## config.mk

```make
export PLATFORM = sky130hd
export DESIGN_NAME = parity_frame_ctrl
export DESIGN_NICKNAME = d
export VERILOG_FILES = /design/src/rtl/parity_frame_pkg.sv /design/src/rtl/odd_parity_cell.sv /design/src/rtl/parity_frame_ctrl.sv
export SDC_FILE = /design/constraint.sdc
export NUM_CORES = 1
export LEC_CHECK = 0
export ABC_AREA = 1
export BUFFER_PORTS_ARGS = -buffer_cell sky130_fd_sc_hd__buf_4
export CORE_UTILIZATION = 55
export DETAILED_ROUTE_END_ITERATION = 8
export PLACE_DENSITY = 0.89
export SETUP_SLACK_MARGIN = 0.15
export SLEW_MARGIN = 30
export SYNTH_ARGS = -nofsm -noshare
export SYNTH_HDL_FRONTEND = slang
export SYNTH_HIERARCHICAL = 1
export SYNTH_SLANG_ARGS = --single-unit
```

## constraint.sdc

```tcl
create_clock -name clk -period 2.1 [get_ports clk]
set_clock_uncertainty 0.15 [all_clocks]
set_input_delay 0.42 -clock clk [delete_from_list [all_inputs] [get_ports clk]]
set_output_delay 0.42 -clock clk [all_outputs]
set_load 0.01 [all_outputs]
```

## src/rtl/parity_frame_pkg.sv

```systemverilog
// Shared state encodings and counter sizing for the parity frame controller.
`ifndef PARITY_FRAME_PKG_SV
`define PARITY_FRAME_PKG_SV
`define PF_CNT_W(w) ($clog2(w))

package parity_frame_pkg;

  localparam logic [1:0] ST_IDLE  = 2'd0;
  localparam logic [1:0] ST_SHIFT = 2'd1;
  localparam logic [1:0] ST_DONE  = 2'd2;

  // Bit counter width; WIDTH is at least 2, so this is never zero.
  function automatic int pf_cnt_w(input int w);
    return (w < 2) ? 1 : $clog2(w);
  endfunction

endpackage

`endif

```

## src/rtl/odd_parity_cell.sv

```systemverilog
// Serial odd-parity accumulator: one toggle flop, synchronous clear wins over enable.
// Updates on the edge after x_in is presented; no backpressure.
module odd_parity_cell (
  input  logic clk,
  input  logic rstb,
  input  logic clr,
  input  logic en,
  input  logic x_in,
  output logic odd_out
);

  logic r_odd;

  always_ff @(posedge clk or negedge rstb) begin
    if (!rstb) begin
      r_odd <= 1'b0;
    end else if (clr) begin
      r_odd <= 1'b0;
    end else if (en && x_in) begin
      r_odd <= ~r_odd;
    end
  end

  assign odd_out = r_odd;

endmodule

```

## src/rtl/parity_frame_ctrl.sv

```systemverilog
// Frame sequencer: loads a WIDTH-bit word, serializes it into the parity cell, returns odd/even.
// Result is valid WIDTH clocks after accept; in_ready follows out_ready while a result waits.
// Optional PARITY_FRAME_ERR_EN adds an expected-parity check and a saturating error counter.
module parity_frame_ctrl
  import parity_frame_pkg::*;
#(
  parameter int unsigned WIDTH     = 8,
  parameter logic        MSB_FIRST = 1'b1
) (
  input  logic             clk,
  input  logic             rstb,
  input  logic             in_valid,
  output logic             in_ready,
  input  logic [WIDTH-1:0] in_data,
  input  logic             abort,
  output logic             ser_bit,
  output logic             ser_en,
  output logic             out_valid,
  input  logic             out_ready,
  output logic             out_odd
`ifdef PARITY_FRAME_ERR_EN
  ,
  input  logic             exp_par,
  output logic             par_err,
  output logic [7:0]       err_cnt
`endif
);

  localparam int CNT_W = pf_cnt_w(int'(WIDTH));
  localparam logic [CNT_W-1:0] LAST_CNT = CNT_W'(WIDTH - 1);

  logic [1:0]       r_state;
  logic [1:0]       w_state_nxt;
  logic [WIDTH-1:0] r_shift;
  logic [CNT_W-1:0] r_cnt;
  logic             r_odd_hold;

  logic w_idle;
  logic w_shift;
  logic w_done;
  logic w_accept;
  logic w_retire;
  logic w_last;
  logic w_head;
  logic w_cell_odd;

  assign w_idle  = (r_state == ST_IDLE);
  assign w_shift = (r_state == ST_SHIFT);
  assign w_done  = (r_state == ST_DONE);

  // Held low through reset so a producer never sees a handshake it cannot complete.
  assign in_ready = rstb & (w_idle | (w_done & out_ready));

  assign w_accept = in_valid & in_ready & ~abort;
  assign w_retire = w_done & out_ready & ~abort;
  assign w_last   = w_shift & (r_cnt == LAST_CNT);
  assign w_head   = MSB_FIRST ? r_shift[WIDTH-1] : r_shift[0];

  always_comb begin
    w_state_nxt = r_state;
    if (abort) begin
      w_state_nxt = ST_IDLE;
    end else begin
      case (r_state)
        ST_IDLE: begin
          if (w_accept) w_state_nxt = ST_SHIFT;
        end
        ST_SHIFT: begin
          if (w_last) w_state_nxt = ST_DONE;
        end
        ST_DONE: begin
          if (out_ready) w_state_nxt = in_valid ? ST_SHIFT : ST_IDLE;
        end
        default: w_state_nxt = ST_IDLE;
      endcase
    end
  end

  always_ff @(posedge clk or negedge rstb) begin
    if (!rstb) begin
      r_state <= ST_IDLE;
      r_shift <= '0;
      r_cnt   <= '0;
    end else begin
      r_state <= w_state_nxt;
      if (abort) begin
        r_cnt <= '0;
      end else if (w_accept) begin
        r_shift <= in_data;
        r_cnt   <= '0;
      end else if (w_shift) begin
        r_shift <= MSB_FIRST ? {r_shift[WIDTH-2:0], 1'b0} : {1'b0, r_shift[WIDTH-1:1]};
        if (!w_last) r_cnt <= r_cnt + 1'b1;
      end
    end
  end

  // Accepting on the retire edge clears the cell, so the old frame cannot leak forward.
  odd_parity_cell u_cell (
    .clk     (clk),
    .rstb    (rstb),
    .clr     (w_accept | abort),
    .en      (w_shift),
    .x_in    (w_head),
    .odd_out (w_cell_odd)
  );

  // The cell is reused by the next frame, so the last delivered result is kept here.
  always_ff @(posedge clk or negedge rstb) begin
    if (!rstb) begin
      r_odd_hold <= 1'b0;
    end else if (w_retire) begin
      r_odd_hold <= w_cell_odd;
    end
  end

  assign ser_en    = w_shift;
  assign ser_bit   = w_shift & w_head;
  assign out_valid = w_done;
  assign out_odd   = w_done ? w_cell_odd : r_odd_hold;

`ifdef PARITY_FRAME_ERR_EN
  logic       r_exp_par;
  logic [7:0] r_err_cnt;

  assign par_err = w_done & (w_cell_odd != r_exp_par);
  assign err_cnt = r_err_cnt;

  always_ff @(posedge clk or negedge rstb) begin
    if (!rstb) begin
      r_exp_par <= 1'b0;
      r_err_cnt <= 8'd0;
    end else begin
      if (w_accept) r_exp_par <= exp_par;
      if (w_retire && par_err && (r_err_cnt != 8'hFF)) r_err_cnt <= r_err_cnt + 8'd1;
    end
  end
`endif

endmodule
```

# ---- Word level (Yosys, flattened, before mapping)
# Index checks and enable logic that the tools add are counted.
dict set report word_totals {
  elab_cells 47
  output_inout_bits 5
  register_bits 15
}
dict set report op_classes {
  bitwise_logic 11
  eq_ne 7
  reduce_logical 8
  n_addsub 1
  mux 15
}
# op n
set op_table {}
lappend op_table {{8-bit two-way mux} 2}
lappend op_table {{3-bit two-way mux} 4}
lappend op_table {{3-bit != test, second input constant} 3}
lappend op_table {{2-bit two-way mux} 4}
lappend op_table {{1-bit AND} 7}
lappend op_table {{2-bit one-hot mux with 3 select lines} 1}
lappend op_table {{1-bit two-way mux} 4}
lappend op_table {{2-bit AND reduction} 2}
lappend op_table {{2-bit nonzero test} 2}
lappend op_table {{3-bit by 1-bit adder with 3-bit output, second input constant} 1}
lappend op_table {{3-bit equality test, second input constant} 1}
lappend op_table {{3-bit by 2-bit != test with 1-bit output, second input constant} 1}
lappend op_table {{3-bit AND reduction} 1}
lappend op_table {{3-bit nonzero test} 1}
lappend op_table {{2-bit by 1-bit equality test with 1-bit output, second input constant} 1}
lappend op_table {{2-bit equality test, second input constant} 1}
lappend op_table {{2-bit zero test} 1}
lappend op_table {{1-bit NOT} 2}
lappend op_table {{1-bit bitwise OR} 2}
lappend op_table {{1-bit logical AND} 1}

# ---- Longest topological paths before layout
# Gate-level depths: netlist of run 1.
dict set report logic_depth {
  ltp_word 9
  mapped_depth 8
  depth_no_buf 8
}

# ---- Hierarchy
# Netlist of run 1, hierarchy kept.
# module instances cells_per_inst area_each_um2
set modules_own_cells {}
lappend modules_own_cells {parity_frame_ctrl 1 95 774.5}
lappend modules_own_cells {odd_parity_cell 1 8 52.6}

# ---- Worst setup path after synthesis of run 1
# No wires, ideal clock.
dict set report synth_path {
  path_type {register to output}
  start {register r_state[1]}
  end {output out_odd}
  required_ns 1.530
  path_slack_ns 0.575
  arrival_ns 0.955
  stages_incl_launch_ff 5
  path_buffers 0
  path_cell_list {dfrtp_1 > inv_2 > nor2_2 > nor2_1 > a21oi_1}
}
dict set report synth_between {
  elab_chain_cells 2
}
# element line_no
set synth_lines {}
lappend synth_lines {{start: declaration} parity_frame_ctrl.sv:32} ;# logic [1:0] r_state;
lappend synth_lines {{start signal: assignment} parity_frame_ctrl.sv:85} ;# r_state <= w_state_nxt;
lappend synth_lines {{2-bit equality test} parity_frame_ctrl.sv:49} ;# assign w_done = (r_state == ST_DONE);
lappend synth_lines {{via out_valid} parity_frame_ctrl.sv:18} ;# output logic out_valid,
lappend synth_lines {{1-bit two-way mux} parity_frame_ctrl.sv:120} ;# assign out_odd = w_done ? w_cell_odd : r_odd_hold;
lappend synth_lines {{end: declaration} parity_frame_ctrl.sv:20} ;# output logic out_odd
# The timed path passes the listed nets, and every way through them passes these cells.

# ---- Worst setup path after layout of run 1
dict set report layout_path {
  start {register r_state[1]}
  end {output out_odd}
}
dict set report layout_between {
  elab_chain_cells 2
}
# element line_no
set layout_lines {}
lappend layout_lines {{2-bit equality test} parity_frame_ctrl.sv:49}
lappend layout_lines {{1-bit two-way mux} parity_frame_ctrl.sv:120}
# Every way passes these cells.

==> results of run 1 <==
[path summary, 6_finish.rpt]
kind                                             start                endpoint  slack (ns)  cells past startpoint
max in group asynchronous                         rstb  r_state[0]$_DFFE_PN0P_        1.15                      3
min in group asynchronous                         rstb    r_cnt[2]$_DFFE_PN0P_        0.45                      3
worst max register to register    r_cnt[0]$_DFFE_PN0P_    r_cnt[0]$_DFFE_PN0P_        0.56                      6
worst min register to register  r_odd_hold$_DFFE_PN0P_  r_odd_hold$_DFFE_PN0P_        0.35                      2
worst min-delay path                        in_data[0]  r_shift[0]$_DFFE_PN0P_        0.17                      3
worst max-delay path            r_state[1]$_DFFE_PN0P_                 out_odd        0.25                      5
[final cells by class]
class / instances / area share, %
sequential: 15 / 37.0
tap: 15 / 1.84
timing repair buffer: 19 / 14.2
multi-input combinational: 76 / 39.8
inverter: 12 / 4.41
clock buffer: 3 / 2.21
clock inverter: 1 / 0.490
[critical path, delay by kind of cell, from the launching register on]
kind | cells | cell delay (ns)
compound gates | 1 | 0.12
buf+inv | 2 | 0.22
flops | 1 | 0.44
simple gates | 2 | 0.20
[metal layers]
metal / vias to the layer above / track usage (%) / wire, um
li1: 376 / - / -
met5: - / 0 / 0
met1: 349 / 31.1 / 816
met4: 0 / 12.5 / 37
met2: 20 / 44.8 / 841
met3: 5 / 3.26 / 60
[power by group through the flow]
stage	sequential (mW)	clock, mW	combinational (mW)
2_1_floorplan	0.419	0	0.191
3_3_place_gp	0.429	0	0.260
3_5_place_dp	0.435	0	0.271
4_1_cts	0.430	0.170	0.274
5_1_grt	0.440	0.182	0.313
6_report	0.433	0.170	0.275
[metrics by stage]
step,hold WS (ns),cell area (sq um)
floorplan,-0.0256,827
detailed placement,0.238,981
CTS,0.181,1020
global placement,0.230,981
finish,0.174,1020
global route,0.188,1020
[cells in the mapped netlist]
cell type and number:
nand4_2 1, ha_1 2, nor2_4 2, nand2_2 2, nor2_1 9, inv_2 3, xor2_1 1, nand3_1 20
nand2_4 1, inv_1 9, and2_1 1, nand3_2 1, o21ai_1 1, nor2_2 3, nand3_4 1, a21oi_1 3
o22ai_1 1, dfrtp_1 15, nand2_1 27
[registers in the layout, indices dropped and copies added, names as in the netlist]
register / flops
r_cnt: 3
r_odd_hold: 1
r_shift: 8
r_state: 2
u_cell/odd_out: 1
[kinds of logic after synthesis]
logic type	Yosys count	share of synthesized area, %
flops	15	45.4
fa+ha+maj	2	3.03
simple gates	68	41.9
xor+xnor	1	1.06
compound gates	5	3.18
buf+inv	12	5.45
[placed cells by master, fill, tap and decap left out, drive strengths merged]
| master | count |
|---|---|
| dlygate4sd3 | 1 |
| nand4 | 1 |
| clkinv | 1 |
| nand3 | 22 |
| dfrtp | 15 |
| o21ai | 1 |
| nand2 | 30 |
| buf | 18 |
| o22ai | 1 |
| nor2 | 14 |
| a21oi | 3 |
| clkbuf | 3 |
| ha | 2 |
| xor2 | 1 |
| and2 | 1 |
| inv | 12 |
[timing repair]
item                                    in CTS  in global routing
gates resized for setup                      0                  2
hold endpoints to repair                    15                  0
endpoints found under the setup margin       0                  2
hold buffers                                 1                  0
==> results.sh, run 1 <==
export IMPL_grt_antenna_before_repair=0
export IMPL_combPwrFrac_pct=31.3
export IMPL_p_leak_nw=0.527
export IMPL_critPathKind="flip-flop to output pin"
export IMPL_cts_tree="built"
export IMPL_yosys_warnings=6
export IMPL_slew_headroom_pct=84.0
export IMPL_rsz0062_at_grt="true"
export IMPL_routed_wl_mm=1.76
export IMPL_cts_max_level=1
export IMPL_antenna_cells=0
export IMPL_portBuffers=17
export IMPL_fin_cells=141
export IMPL_place_hpwl_mm=1.33
export IMPL_clock_path_buffers=2
export IMPL_pin_count=18
export IMPL_finalCoreUtilization_pct=75.6
export IMPL_worstPathCellList="inv_2 -> nor2_2 -> nor2_1 -> a21oi_1 -> buf_4"
export IMPL_finalPower_mw=0.878
export IMPL_fmax_ghz=0.541
export IMPL_drtAntennaViolNets=0
export IMPL_ys_seq_elements=15
export IMPL_die_area_sq_um=1660
export IMPL_drc=0
export IMPL_place_ws_ns=0.491
export IMPL_period_needed_ns=1.85
export IMPL_intPower_mw=0.561
export IMPL_hold_viol=0
export IMPL_final_max_slew_viol_count=0
export IMPL_die_w_um=40.8
export IMPL_drt_initial_drc_count=18
export IMPL_dp_cells=136
export IMPL_yosysTopAreaCell="dfrtp_1"
export IMPL_gp_congestion=0.782
export IMPL_power_density_nw_per_um2=860
export IMPL_fillers=113
export IMPL_cts_setup_buffers=0
export IMPL_worstPathArrival_ns=1.28
export IMPL_crit_fanout=4
export IMPL_switching_share_pct=36.1
export IMPL_setup_viol=0
export IMPL_firstDrtPassIters=4
export IMPL_grt_pass1_wl_mm=2.77
export IMPL_drive_above_1_share_pct=30.2
export IMPL_numCtsBuffers=3
export IMPL_status="finished clean"
export IMPL_synth_area_per_cell_sq_um=8.03
export IMPL_cts_root_buf="clkbuf_4"
export IMPL_vias=750
export IMPL_worst_pin_slew_ns=0.239
export IMPL_hold_class="input pin to flip-flop"
export IMPL_clock_sinks=15
export IMPL_cp_required_ns=1.53
export IMPL_yosysTopAreaCellShare_pct=45.4
export IMPL_synth_distinct_cells=19
export IMPL_core_region_area_sq_um=1350
export IMPL_multi_input_area_sq_um=407
export IMPL_final_nets=142
export IMPL_cap_viol_max_count=0
export IMPL_cp_start_kind="flip-flop"
export IMPL_rows=13
export IMPL_worst_slack_ns=0.253
export IMPL_insertion_delay_ns=0.29
export IMPL_power_share_clock_pct=19.4
export IMPL_syn_to_final_growth_pct=23.4
export IMPL_power_switching_mw=0.317
export IMPL_crit_path_end_kind="output pin"
export IMPL_regArea_sq_um=378
export IMPL_synthesis_area_sq_um=827
export IMPL_seqPwrFrac_pct=49.3
export IMPL_clk_pin_slew_ns=0.10
export IMPL_syn_instance_count=103
export IMPL_yosysSeqAreaShare_pct=45.4
export IMPL_cpPeakStageDelay_ns=0.44
export IMPL_vias_per_cell=5.32
export IMPL_grt_overflow=0
export IMPL_track_usage_pct=25.8
export IMPL_syn_num_nets=118
export IMPL_period_share_pct=88.0
export IMPL_grt_pass1_vias=691
export IMPL_wl_per_cell_um=12.5
export IMPL_grt_max_degree=16
export IMPL_initial_core_util_pct=61.3
export IMPL_fin_setup_tns_ns=0
export IMPL_peakVddDrop_mv=0.493
export IMPL_synth_top_cells_by_area="dfrtp_1 45%, nand2_1 12%, nand3_1 12%, inv_1 4.1%, nor2_1 4.1%"
export IMPL_critPathSlowestCell="dfrtp_2"
export IMPL_fp_dieH_um=40.8
(Power assumes the default switching activity.)
==> inputs of run 2 (changes only) <==
--- a/config.mk
+++ b/config.mk
@@ -7,9 +7,10 @@
 export LEC_CHECK = 0
 export ABC_AREA = 1
 export BUFFER_PORTS_ARGS = -buffer_cell sky130_fd_sc_hd__buf_4
-export CORE_UTILIZATION = 55
+export CORE_ASPECT_RATIO = 0.8
+export CORE_UTILIZATION = 45
 export DETAILED_ROUTE_END_ITERATION = 8
-export PLACE_DENSITY = 0.89
+export PLACE_DENSITY = 0.76
 export SETUP_SLACK_MARGIN = 0.15
 export SLEW_MARGIN = 30
 export SYNTH_ARGS = -nofsm -noshare
==> results.sh, run 2 (synthesis results as in run 1) <==
export IMPL_status="finished clean"
export IMPL_peakVddDrop_mv=0.527
export IMPL_slew_headroom_pct=84.1
export IMPL_min_path_cells=3
export IMPL_worstPathCellList="inv_2 -> nor2_4 -> inv_1 -> nor2_1 -> buf_4"
export IMPL_insertion_delay_ns=0.29
export IMPL_crit_family="flip-flops"
export IMPL_worstPathArrival_ns=1.25
export IMPL_cts_root_buf="clkbuf_4"
export IMPL_setup_viol=0
export IMPL_firstDrtPassIters=4
export IMPL_fin_setup_tns_ns=0
export IMPL_portBuffers=17
export IMPL_hold_viol=0
export IMPL_fp_dieH_um=40.3
export IMPL_clock_path_buffers=2
export IMPL_grt_max_degree=16
export IMPL_die_area_sq_um=2010
export IMPL_final_cell_area_sq_um=1030
export IMPL_fmax_ghz=0.550
export IMPL_drt_initial_drc_count=12
export IMPL_power_density_nw_per_um2=843
export IMPL_period_share_pct=86.6
export IMPL_final_nets=142
export IMPL_finalPower_mw=0.868
export IMPL_drtAntennaViolNets=0
export IMPL_final_cell_mix="27 x nand2_1, 20 x nand3_1, 18 x buf_4"
export IMPL_gp_congestion=0.812
export IMPL_core_region_area_sq_um=1680
export IMPL_critPathBufInv=3
export IMPL_clock_sinks=15
export IMPL_top_register="r_shift"
export IMPL_fillers=162
export IMPL_numCtsBuffers=3
export IMPL_cts_tree="built"
export IMPL_place_area_sq_um=990
export IMPL_period_needed_ns=1.82
export IMPL_p_leak_nw=0.527
export IMPL_drive_above_1_share_pct=30.2
export IMPL_grt_overflow=0
export IMPL_place_hpwl_mm=1.26
export IMPL_wl_per_cell_um=11.0
export IMPL_crit_fanout=7
export IMPL_grt_antenna_before_repair=0
export IMPL_largest_reg_flops=8
export IMPL_die_w_um=49.9
export IMPL_routed_wl_mm=1.63
export IMPL_rows=13
export IMPL_cap_viol_max_count=0
export IMPL_grt_pass1_wl_mm=2.58
export IMPL_worst_pin_slew_ns=0.238
export IMPL_cp_start_kind="flip-flop"
export IMPL_cp_depth=5
export IMPL_final_max_slew_viol_count=0
export IMPL_critPathSlowestCell="dfrtp_2"
export IMPL_hold_class="input pin to flip-flop"
export IMPL_cp_required_ns=1.53
export IMPL_crit_path_end_kind="output pin"
export IMPL_grt_pass1_vias=617
export IMPL_clk_pin_slew_ns=0.09
export IMPL_critPathKind="flip-flop to output pin"
export IMPL_drc=0
export IMPL_cts_max_level=1
export IMPL_antenna_cells=0
export IMPL_initial_core_util_pct=49.4
export IMPL_vias=744
export IMPL_pin_count=18
export IMPL_rsz0062_at_grt="false"
export IMPL_vias_per_cell=5.03
export IMPL_track_usage_pct=18.7
export IMPL_ff2ff_path_depth=6
export IMPL_top_regs="r_shift (8), r_cnt (3), r_state (2)"
export IMPL_cpPeakStageDelay_ns=0.44
export IMPL_mostFrequentLayoutCell="nand2_1"
export IMPL_syn_to_final_growth_pct=24.5
-- run 2: cell counts in the layout (fill, tap and decap cells not counted) --
Identical to the previous run, type by type.
-- run 2: cell type report --
class	instances	area, sq um	share of cell area (%)
inverters	12	45.0	4.37
clock inverters	1	5.00	0.486
clock buffers	3	22.5	2.19
repair buffers	19	145	14.1
well taps	22	27.5	2.67
flip-flops and latches	15	378	36.7
multi-input cells	76	407	39.5
-- run 2: worst reg2reg max path, cell delays in order, from the launching register on --
cell and delay (ns):
dfrtp_1 0.40, ha_1 0.21, ha_1 0.21, inv_1 0.14
nand2_4 0.07, xor2_1 0.16, nor2_2 0.05
-- run 2: through the flow --
stage | hold WS (ns) | setup WS [ns] | instances | utilization (%)
detailed placement | 0.230 | 0.536 | 143 | 59.1
global placement | 0.231 | 0.554 | 143 | 59.1
floorplan | -0.0256 | 0.575 | 103 | -
finish | 0.188 | 0.281 | 148 | 61.5
CTS | 0.181 | 0.203 | 148 | 61.3
global route | 0.194 | 0.167 | 148 | 61.5
-- run 2: final timing paths --
kind	to	slack, ns	from
hold / removal	r_shift[4]$_DFFE_PN0P_	0.19	in_data[4]
setup / recovery	ser_bit	0.28	r_state[0]$_DFFE_PN0P_
min in group asynchronous	r_shift[6]$_DFFE_PN0P_	0.45	rstb
setup reg to reg	r_cnt[0]$_DFFE_PN0P_	0.61	r_cnt[0]$_DFFE_PN0P_
hold reg to reg	r_shift[4]$_DFFE_PN0P_	0.35	r_shift[3]$_DFFE_PN0P_
max in group asynchronous	r_state[1]$_DFFE_PN0P_	1.15	rstb
-- run 2: per-layer routing --
metal	global-route usage [%]	wire length, um	vias up
met4	10.7	31	0
met1	21.4	777	340
met5	0	0	-
met2	31.4	731	16
met3	6.82	85	5
li1	-	-	383
-- run 2: timing repair --
item                                    CTS  global route
endpoints found under the hold margin    15             0
resized for setup                         0             2
endpoints found under the setup margin    0             2
hold buffers                              1             0
setup buffers                             0             0
-- run 2: where the power goes --
group | switching, mW | total (mW) | internal [mW]
Clock | 0.0960 | 0.167 | 0.0709
Sequential | 0.0587 | 0.430 | 0.371
Combinational | 0.154 | 0.272 | 0.118
